[src/rtl/fetch_unit.sv]
// fetch_unit
// Instruction-fetch stage with a request/grant/response instruction-memory
// port. Holds PCF, keeps at most one memory request outstanding, parks a
// response in a one-entry hold buffer while decode is stalled, and throws
// away wrong-path responses after an execute-stage redirect.
//
// Ports:
//   clk         rising-edge clock
//   rst         asynchronous, active-low reset
//   PCSrcE      redirect request from execute
//   PCTargetE   redirect target address
//   StallF      freeze PCF and issue no new request
//   StallD      hold IF/ID contents
//   FlushD      load a bubble into IF/ID
//   imem_req    fetch request valid
//   imem_addr   fetch address (PCF, or PCF+4 on back-to-back issue)
//   imem_gnt    request accepted this cycle (only meaningful with imem_req)
//   imem_rvalid response valid, one per granted request, in order
//   imem_rdata  instruction word
//   InstrD      IF/ID instruction (NOP_INSTR when not valid)
//   PCD         IF/ID PC
//   PCPlus4D    IF/ID PC+4
//   ValidD      IF/ID holds a real instruction
module fetch_unit #(
  parameter logic [31:0] RESET_PC  = 32'h0000_0000,
  parameter logic [31:0] NOP_INSTR = 32'h0000_0013
) (
  input  logic        clk,
  input  logic        rst,
  input  logic        PCSrcE,
  input  logic [31:0] PCTargetE,
  input  logic        StallF,
  input  logic        StallD,
  input  logic        FlushD,
  output logic        imem_req,
  output logic [31:0] imem_addr,
  input  logic        imem_gnt,
  input  logic        imem_rvalid,
  input  logic [31:0] imem_rdata,
  output logic [31:0] InstrD,
  output logic [31:0] PCD,
  output logic [31:0] PCPlus4D,
  output logic        ValidD
);

  typedef enum logic [1:0] {
    S_REQ   = 2'd0,  // nothing outstanding
    S_WAIT  = 2'd1,  // one granted, awaiting its response
    S_HOLD  = 2'd2,  // response parked, decode stalled
    S_DRAIN = 2'd3   // one granted, its response is wrong-path
  } state_t;

  state_t      state_reg, state_next;
  logic [31:0] pcf_reg, pcf_next;
  logic [31:0] hold_instr_reg, hold_instr_next;
  logic [31:0] hold_pc_reg, hold_pc_next;

  logic [31:0] instr_d_reg, instr_d_next;
  logic [31:0] pc_d_reg, pc_d_next;
  logic [31:0] pc_plus4_d_reg, pc_plus4_d_next;
  logic        valid_d_reg, valid_d_next;

  logic [31:0] pcf_plus4;
  logic        req_raw;
  logic        deliver;
  logic [31:0] deliver_instr;
  logic [31:0] deliver_pc;

  // Modulo-2^32 increment: 32'hFFFF_FFFC wraps to 0.
  assign pcf_plus4 = pcf_reg + 32'd4;

  // ---------------------------------------------------------------------
  // Next-state, PCF and memory-port logic
  // ---------------------------------------------------------------------
  always_comb begin
    state_next      = state_reg;
    pcf_next        = pcf_reg;
    hold_instr_next = hold_instr_reg;
    hold_pc_next    = hold_pc_reg;
    req_raw         = 1'b0;
    imem_addr       = pcf_reg;
    deliver         = 1'b0;
    deliver_instr   = hold_instr_reg;
    deliver_pc      = hold_pc_reg;

    case (state_reg)
      S_REQ: begin
        if (PCSrcE) begin
          // No request on a redirect cycle; the new PCF is fetched next cycle.
          pcf_next = PCTargetE;
        end else begin
          req_raw = !StallF;
          if (!StallF && imem_gnt) begin
            state_next = S_WAIT;
          end
        end
      end

      S_WAIT: begin
        if (PCSrcE) begin
          pcf_next = PCTargetE;
          // A response arriving now is simply dropped; otherwise it is still
          // in flight and must be drained before a new request may go out.
          state_next = imem_rvalid ? S_REQ : S_DRAIN;
        end else if (imem_rvalid) begin
          if (StallD) begin
            hold_instr_next = imem_rdata;
            hold_pc_next    = pcf_reg;
            state_next      = S_HOLD;
          end else begin
            deliver       = 1'b1;
            deliver_instr = imem_rdata;
            deliver_pc    = pcf_reg;
            pcf_next      = pcf_plus4;
            // Back-to-back issue of the next sequential word keeps a
            // zero-wait memory at one instruction per cycle.
            req_raw       = !StallF;
            imem_addr     = pcf_plus4;
            state_next    = (!StallF && imem_gnt) ? S_WAIT : S_REQ;
          end
        end
      end

      S_HOLD: begin
        if (PCSrcE) begin
          pcf_next   = PCTargetE;
          state_next = S_REQ;
        end else if (!StallD) begin
          deliver    = 1'b1;
          pcf_next   = pcf_plus4;
          state_next = S_REQ;
        end
      end

      S_DRAIN: begin
        if (PCSrcE) begin
          pcf_next = PCTargetE;
        end
        if (imem_rvalid) begin
          state_next = S_REQ;
        end
      end

      default: begin
        state_next = S_REQ;
      end
    endcase

    // No request may be presented while the stage is held in reset.
    imem_req = req_raw && rst;
  end

  // ---------------------------------------------------------------------
  // IF/ID register next value: flush/redirect beats stall beats delivery
  // ---------------------------------------------------------------------
  always_comb begin
    instr_d_next    = NOP_INSTR;
    pc_d_next       = 32'd0;
    pc_plus4_d_next = 32'd0;
    valid_d_next    = 1'b0;
    if (FlushD || PCSrcE) begin
      instr_d_next    = NOP_INSTR;
    end else if (StallD) begin
      instr_d_next    = instr_d_reg;
      pc_d_next       = pc_d_reg;
      pc_plus4_d_next = pc_plus4_d_reg;
      valid_d_next    = valid_d_reg;
    end else if (deliver) begin
      instr_d_next    = deliver_instr;
      pc_d_next       = deliver_pc;
      pc_plus4_d_next = deliver_pc + 32'd4;
      valid_d_next    = 1'b1;
    end
  end

  // ---------------------------------------------------------------------
  // State registers
  // ---------------------------------------------------------------------
  always_ff @(posedge clk or negedge rst) begin
    if (!rst) begin
      state_reg      <= S_REQ;
      pcf_reg        <= RESET_PC;
      hold_instr_reg <= NOP_INSTR;
      hold_pc_reg    <= 32'd0;
      instr_d_reg    <= NOP_INSTR;
      pc_d_reg       <= 32'd0;
      pc_plus4_d_reg <= 32'd0;
      valid_d_reg    <= 1'b0;
    end else begin
      state_reg      <= state_next;
      pcf_reg        <= pcf_next;
      hold_instr_reg <= hold_instr_next;
      hold_pc_reg    <= hold_pc_next;
      instr_d_reg    <= instr_d_next;
      pc_d_reg       <= pc_d_next;
      pc_plus4_d_reg <= pc_plus4_d_next;
      valid_d_reg    <= valid_d_next;
    end
  end

  assign InstrD   = instr_d_reg;
  assign PCD      = pc_d_reg;
  assign PCPlus4D = pc_plus4_d_reg;
  assign ValidD   = valid_d_reg;

endmodule

[config.mk]
export PLATFORM = sky130hd
export DESIGN_NAME = fetch_unit
export DESIGN_NICKNAME = d
export VERILOG_FILES = /design/src/rtl/fetch_unit.sv
export SDC_FILE = /design/constraint.sdc
export NUM_CORES = 1
export LEC_CHECK = 0
export CAP_MARGIN = 20
export CORE_MARGIN = 2
export CORE_UTILIZATION = 59
export CTS_BUF_LIST = sky130_fd_sc_hd__clkbuf_2 sky130_fd_sc_hd__clkbuf_4 sky130_fd_sc_hd__clkbuf_8
export DETAILED_ROUTE_END_ITERATION = 8
export PLACE_DENSITY = 0.95
export SLEW_MARGIN = 25
export SYNTH_ARGS = -nofsm -noshare
export SYNTH_HDL_FRONTEND = slang
export SYNTH_SLANG_ARGS = --single-unit
[constraint.sdc]
create_clock -name clk -period 8.15 [get_ports clk]
set_input_delay 2.445 -clock clk [delete_from_list [all_inputs] [get_ports clk]]
set_output_delay 2.445 -clock clk [all_outputs]
set_load 0.03 [all_outputs]
Word-level counts from Yosys, hierarchy flattened
Index checks and enable logic that the tools add are counted.
{ "totals": {"register_bits": 195, "output_inout_bits": 130, "word_cells": 77} }
{ "classes": {"addsub": 2, "muxes": 48, "reduce_logical": 8, "bitwise": 1, "eq_ne": 10} }
{ "ops": {"columns": ["cell", "count"], "rows": [
  ["32-bit 2-to-1 mux", 23],
  ["32-bit case mux with 3 select lines", 1],
  ["32-bit by 3-bit adder with 32-bit output, second input constant", 2],
  ["2-bit 2-to-1 mux", 9],
  ["1-bit 2-to-1 mux", 12],
  ["2-bit case mux with 4 select lines", 1],
  ["2-bit inequality test, second input constant", 3],
  ["3-bit inequality test, second input constant", 2],
  ["5-bit AND reduction", 1],
  ["2-bit equality test, second input constant", 2],
  ["2-bit by 1-bit inequality test with 1-bit output, second input constant", 2],
  ["1-bit case mux with 2 select lines", 2],
  ["4-bit AND reduction", 1],
  ["2-bit by 1-bit equality test with 1-bit output, second input constant", 1],
  ["1-bit logical AND", 2],
  ["2-bit zero test", 1],
  ["2-bit OR reduction", 1],
  ["1-bit zero test", 1],
  ["1-bit logical OR", 1],
  ["1-bit NOT", 1]
]} }

Depth between registers and ports, before layout
Gate-level depths: netlist (run 1).
{ "depth": {"word_depth": 8, "ltp_mapped": 16, "ltp_nobuf": 12} }

Least setup slack after synthesis (run 1)
OpenSTA, ideal clock, no wires.
{ "synth_path": {"path_type": "input -> output", "startpoint": "input PCSrcE", "endpoint": "output imem_addr[18]", "setup_slack_ns": 1.393, "arrival_ns": 4.312, "required_ns": 5.705, "stages": 7, "cell_sequence": "buf_6 -> nor2b_1 -> and2_1 -> clkbuf_1 -> clkbuf_1 -> nand4_1 -> xnor2_1"} }
{ "synth_between": {"elab_chain_len": 2} }
{ "synth_lines": {"columns": ["item", "line_no", "rtl"], "rows": [
  ["start, declared", "30", "input logic PCSrcE,"],
  ["32-bit 2-to-1 mux", "100", "if (PCSrcE) begin"],
  ["32-bit 2-to-1 mux", "86", "case (state_reg)"],
  ["end, declared", "36", "output logic [31:0] imem_addr,"]
]} }
No other way between the ends.

Final worst setup path (run 1)
{ "layout_path": {"startpoint": "input StallD", "endpoint": "output imem_addr[17]"} }
{ "layout_between": {"elab_chain_len": 4} }
{ "layout_lines": {"columns": ["item", "line_no", "rtl"], "rows": [
  ["start, declared", "33", "input logic StallD,"],
  ["32-bit 2-to-1 mux (2 in a row)", null, null],
  ["32-bit 2-to-1 mux", "100", null],
  ["32-bit 2-to-1 mux", "86", null]
]} }
No other way between the ends.

==> impl_results.md, run 1 <==
- Unique masters post-synth: 73
- Ys Warns: 0
- Final Hold Fails: 0
- Final min period: 7.82 ns
- Clock Tree Buf Depth: 2
- CTS resizes: 0
- Global-route wire length before repair: 52,300 um
- Fin util: 74.2%
- Worst r2r dst: PCPlus4D[22]
- Critical path data arrival time: 5.38 ns
- DPL Wire Length: 23,400 um
- Total power: 3.99 mW
- Final TNS setup: 0 ns
- Largest net degree at the start of global routing: 160
- Seq cells post-synth: 193
- Post-Route WL: 32,900 um
- # Post-CTS Setup Buffers: 0
- Remaining Overflow, GRT: 0
- HP Class: register to register
- Clock sinks: 193
- Vias/cell: 6.30
- VDD IR-drop max: 0.257 mV
- Multi-input logic area: 5630 um2
- Clock latency at the later pin of the worst-skew pair: 0.47 ns
- Port bufs: 201
- Worst Tran Pin Value: 0.954 ns
- FF-to-FF path depth: 12
- Fmax: 128 MHz
- Hold Buf Count CTS: 0
- Crit Path Max Fanout: 8
- Mapped Cells: 1,177
- Syn_area_per_cell: 9.25 um2
- Die W: 140 um
- WL/cell: 21.1 um
- RSZ-0062 raised after global routing: false
- Critical Path End: imem_addr[17]
- ANT nets after route: 0
- Most common cell in the netlist: dfrtp_1
- Cts bufs inserted: 17
- Pre-antenna DRT Iters: 7
- Kind of critical path: primary input to output pin
- Setup ws final: 0.325 ns
- Root Buffer: clkbuf_8
- Number of DRC markers in iteration 0: 1,046
- Initial Util: 60.4%
- Final nets: 1,400
- Post-synth EDFFs: 0
- Commonest cells post-synth: dfrtp_1, nand2_1, o21ai_0
- Synthesized area: 10,900 um2
- Placed cell area: 13,000 um2
- IO Count: 202
- Clock skew: 0.0240 ns
- Fill cells: 1,289
- Global Route Usage Sum: 33.7%
- Share of post-route cells with drive strength above 1: 11.5%
- Top FF cell, synth: dfrtp_1
- Cell Pwr Density: 298 nW/um2
- Max Cap Viol: 0
- Final cycle utilization of the critical path: 96.0%
- Remaining DRCs: 0
- Slew margin rel.: 36.4%
- Top post-synthesis cells by area: dfrtp_1, mux2_2, nand2_1
- Sequential area share after synthesis: 44.4%
- P_leak: 5.55 nW
- Area leader, netlist: dfrtp_1
- Synthesized Nets: 1,257
- Area grow syn2layout: 22.9%
- Final Wtd Congestion: 0.962
- Final non-filler cell total: 1,562
- Vias in the first global route: 9,660
- Worst setup EP type: output pin
- WP data required: 5.71 ns
- CTS tree: built
- Placed cells: 1,530
- Setup Slack @ Placement: 0.406 ns
- Reg clk slew, reported paths: 0.10 ns
- RR Startpoint: state_reg[1]
- # diodes: 0
- Hold Slack: 0.487 ns
- H-tree depth: 4
- FP Rows: 49
- Worst setup startpoint: StallD
- Reg area: 4840 um2
- Die height: 140 um
- Status: completed
- DIE AREA: 19,600 um2
- Post-Layout Inst Area: 13,400 um2
- Core area: 18,000 um2
- Fin. max-slew vios: 0
- Synth top area share: 43.0%
- Via count: 9,836
- Fraction of registers with async set/reset: 100%
- Startpoint Class: primary input
- Reg-to-reg slack, setup: 4.12 ns
- Final Setup Violations: 0
- Antenna violations before repair: 0
-- metal layers --
metal | wire [um] | GRT usage, %
met5 | 0 | 0
met2 | 15200 | 51.7
met4 | 1480 | 15.8
met3 | 3050 | 6.54
met1 | 13200 | 46.5
-- logic make-up after synthesis --
group | Yosys count | share of synthesized area, %
flops | 193 | 44.4
mux | 124 | 12.1
buf+inv | 113 | 4.35
simple gates | 412 | 18.2
compound gates | 253 | 14.0
xor+xnor | 74 | 6.02
fa+ha+maj | 8 | 0.919
-- worst min path at each step --
stage	start	endpoint	slack (ns)	depth (start not counted)
floorplan	hold_instr_reg[0]	InstrD[0]	0.46	2
global placement	InstrD[27]	InstrD[27]	0.46	2
detailed placement	InstrD[26]	InstrD[26]	0.47	2
CTS	PCD[6]	PCD[6]	0.49	2
global route	hold_instr_reg[0]	InstrD[0]	0.51	2
finish	InstrD[27]	InstrD[27]	0.49	2
-- critical path, stage by stage --
cell and delay, ns:
clkdlybuf4s50_1 0.43, nand3b_1 0.24, or4_1 0.74, nor2_1 0.41
nand2_1 0.14, xnor2_1 0.25, clkdlybuf4s50_1 0.72
-- final cells by class --
| type | instances | share of cell area [%] |
|---|---|---|
| multi-input cells | 871 | 42.1 |
| clock buffers | 18 | 1.85 |
| well taps | 229 | 2.14 |
| inverters | 12 | 0.337 |
| repair buffers | 225 | 16.4 |
| clock inverters | 14 | 1.04 |
| flip-flops and latches | 193 | 36.1 |
-- cell usage in the layout, fill, tap and decap left out, drive strengths merged, types with 7 or more instances in the layout --
cell,netlist,layout
nand2b,11,11
nor2,61,61
a21oi,35,35
nor3,19,19
mux2,63,63
o21ai,136,136
buf,28,29
clkdlybuf4s50,0,195
a21o,8,8
nand4,23,23
dfrtp,187,187
xnor2,52,52
nand3,52,52
and3,7,7
nor4,10,10
a31oi,7,7
clkbuf,73,19
mux2i,61,61
ha,8,8
nor2b,10,10
inv,12,18
nand2,175,175
and2,7,7
xor2,22,22
-- power by group --
part | internal [mW] | switching, mW
combinational | 0.759 | 1.02
clock | 0.234 | 0.382
sequential | 1.21 | 0.391
Power figures use the tool's default switching activity.
==> run 2, diff against run 1 <==
Settings changed: CELL_PAD_IN_SITES_DETAIL_PLACEMENT from default to 1, CELL_PAD_IN_SITES_GLOBAL_PLACEMENT from default to 2, CORE_UTILIZATION 59 to 36.
==> impl_results.md, run 2 (same netlist as run 1, synthesis figures left out) <==
- Crit-path cells: clkdlybuf4s50_1 > nand4b_2 > nor3_2 > nand3_1 > nor2_1 > xnor2_1 > clkdlybuf4s50_1
- Startpoint Class: primary input
- Commonest cells after routing, fill and taps aside: clkdlybuf4s50_1, dfrtp_1, nand2_1, o21ai_0, mux2_2
- Global Route Usage Sum: 23.8% (-9.9 points)
- Final non-filler cell total: 1,725 (+10%)
- Hold Buf Count CTS: 0 (unchanged)
- Post-Route WL: 37,400 um (+14%)
- Vias in the first global route: 10.0k (+3.6%)
- Most common cell on crit path: clkdlybuf4s50_1
- CP max-delay cell: clkdlybuf4s50_1
- Number of DRC markers in iteration 0: 671 (-36%)
- Pre-antenna DRT Iters: 5 (-2)
- Area grow syn2layout: 26.5%
- H-tree depth: 4 (unchanged)
- Max Cap Viol: 0 (unchanged)
- ANT nets after route: 0 (unchanged)
- Final Wtd Congestion: 0.906 (-5.8%)
- IO Count: 202 (unchanged)
- Final min period: 7.82 ns (-0.00878 ns)
- Worst setup EP type: output pin
- Final cycle utilization of the critical path: 95.9% (-0.11 points)
- Multi-input logic area: 5640 um2 (+0.18%)
- Fin. max-slew vios: 0 (unchanged)
- Reg area: 4840 um2 (unchanged)
- Clock sinks: 193 (unchanged)
- RSZ-0062 raised after global routing: false
- CP bufs+invs: 2 (unchanged)
- Via count: 9,738 (-1.0%)
- CTS tree: built
- Port bufs: 201 (unchanged)
- Initial Util: 36.7% (-24 points)
- WL/cell: 21.7 um (+2.9%)
- Crit Path Max Fanout: 11 (+3)
- Setup ws final: 0.334 ns (+0.00878 ns)
- HP Class: register to register
- Remaining Overflow, GRT: 0 (unchanged)
- Slowest stage delay, CP: 0.73 ns (about the same)
- DPL Wire Length: 26,500 um (+14%)
- Vias/cell: 5.65 (-10%)
- Share of post-route cells with drive strength above 1: 12.2% (+0.74 points)
- FP Rows: 63 (+29%)
- Clock Tree Buf Depth: 2 (unchanged)
- Final Hold Fails: 0 (unchanged)
- Most common cell after layout, fill and taps aside: clkdlybuf4s50_1
- Final Setup Violations: 0 (unchanged)
- Antenna violations before repair: 1 (+1)
- Cts bufs inserted: 17 (unchanged)
- VDD IR-drop max: 0.209 mV (-19%)
- Reg clk slew, reported paths: 0.09 ns (about the same)
- # Post-CTS Setup Buffers: 0 (unchanged)
- Final nets: 1,401 (+0.071%)
- Hold Slack: 0.483 ns (-0.00361 ns)
- Fmax: 128 MHz (+0.11%)
- Critical path data arrival time: 5.37 ns (about the same)
- Die height: 178 um (+27%)
- Worst Tran Pin Value: 1.02 ns (+0.0613 ns)
- Slew margin rel.: 32.1% (-4.3 points)
- Die W: 178 um (+27%)
- Cell Pwr Density: 304 nW/um2 (+2.0%)
- Core area: 29,700 um2 (+65%)
- Kind of critical path: primary input to output pin
- CP delay by family, top: buffers and inverters
- Fill cells: 3,373 (+160%)
- Root Buffer: clkbuf_8
- Clock skew: 0.0295 ns (+0.00548 ns)
- Placed cells: 1,691 (+11%)
- Global-route wire length before repair: 57,800 um (+10%)
- WP data required: 5.71 ns (about the same)
- Setup Slack @ Placement: 0.168 ns (-0.238 ns)
- P_leak: 5.63 nW (+1.5%)
- Status: completed
- Final TNS setup: 0 ns (unchanged)
- Clock latency at the later pin of the worst-skew pair: 0.51 ns (+0.04 ns)
- Remaining DRCs: 0 (unchanged)
- Largest net degree at the start of global routing: 164 (+2.5%)
- DIE AREA: 31,700 um2 (+62%)
==> run 2: through the flow <==
stage	utilization (%)	cell area (um2)	total power [mW]
4_1_cts	46.2	13700	4.19
5_1_grt	46.4	13800	4.43
3_3_place_gp	44.8	13300	3.42
3_5_place_dp	44.8	13300	3.49
6_report	46.4	13800	4.19
2_1_floorplan	-	10900	2.72
==> run 2: tightest hold or removal path, stage by stage, from the launching register on <==
cell and delay, ns:
dfrtp_1 0.35, nand2_1 0.04, o21ai_0 0.06
==> run 2: metal layers <==
metal	wire length [um]	track usage, %	vias to the layer above	part of all wire, %
li1	-	-	4438	-
met1	17200	33.3	4924	46
met2	17200	37.5	326	46
met3	2200	4.28	50	5.9
met4	772	7.21	0	2.1
met5	0	0	-	0
==> run 2: area by class of cell <==
type	instances	share of cell area, %
multi-input combinational	871	41.0
sequential	193	35.1
timing repair buffer	226	17.0
tap	390	3.54
clock buffer	19	1.81
clock inverter	13	1.27
inverter	12	0.327
antenna	1	0.0182
==> run 2: timing repair <==
item	CTS	global route
resized for setup	0	1
hold endpoints to repair	0	0
endpoints found under the setup margin	0	1
==> run 2: power breakdown <==
group | switching, mW | total (mW) | internal [mW] | leakage (nW)
registers | 0.401 | 1.61 | 1.21 | 2.51
clock network | 0.375 | 0.692 | 0.318 | 0.213
logic | 1.08 | 1.89 | 0.813 | 2.91
==> run 2: worst paths after layout <==
check / start / to / slack [ns] / cells past startpoint
max in group asynchronous: rst / pcf_reg[6] / 5.07 / 2
hold / removal: PCD[2] / PCD[2] / 0.48 / 2
hold reg to reg: PCD[2] / PCD[2] / 0.48 / 2
min in group asynchronous: rst / InstrD[23] / 1.84 / 1
setup reg to reg: state_reg[1] / PCPlus4D[22] / 3.95 / 12
setup / recovery: StallD / imem_addr[22] / 0.33 / 7
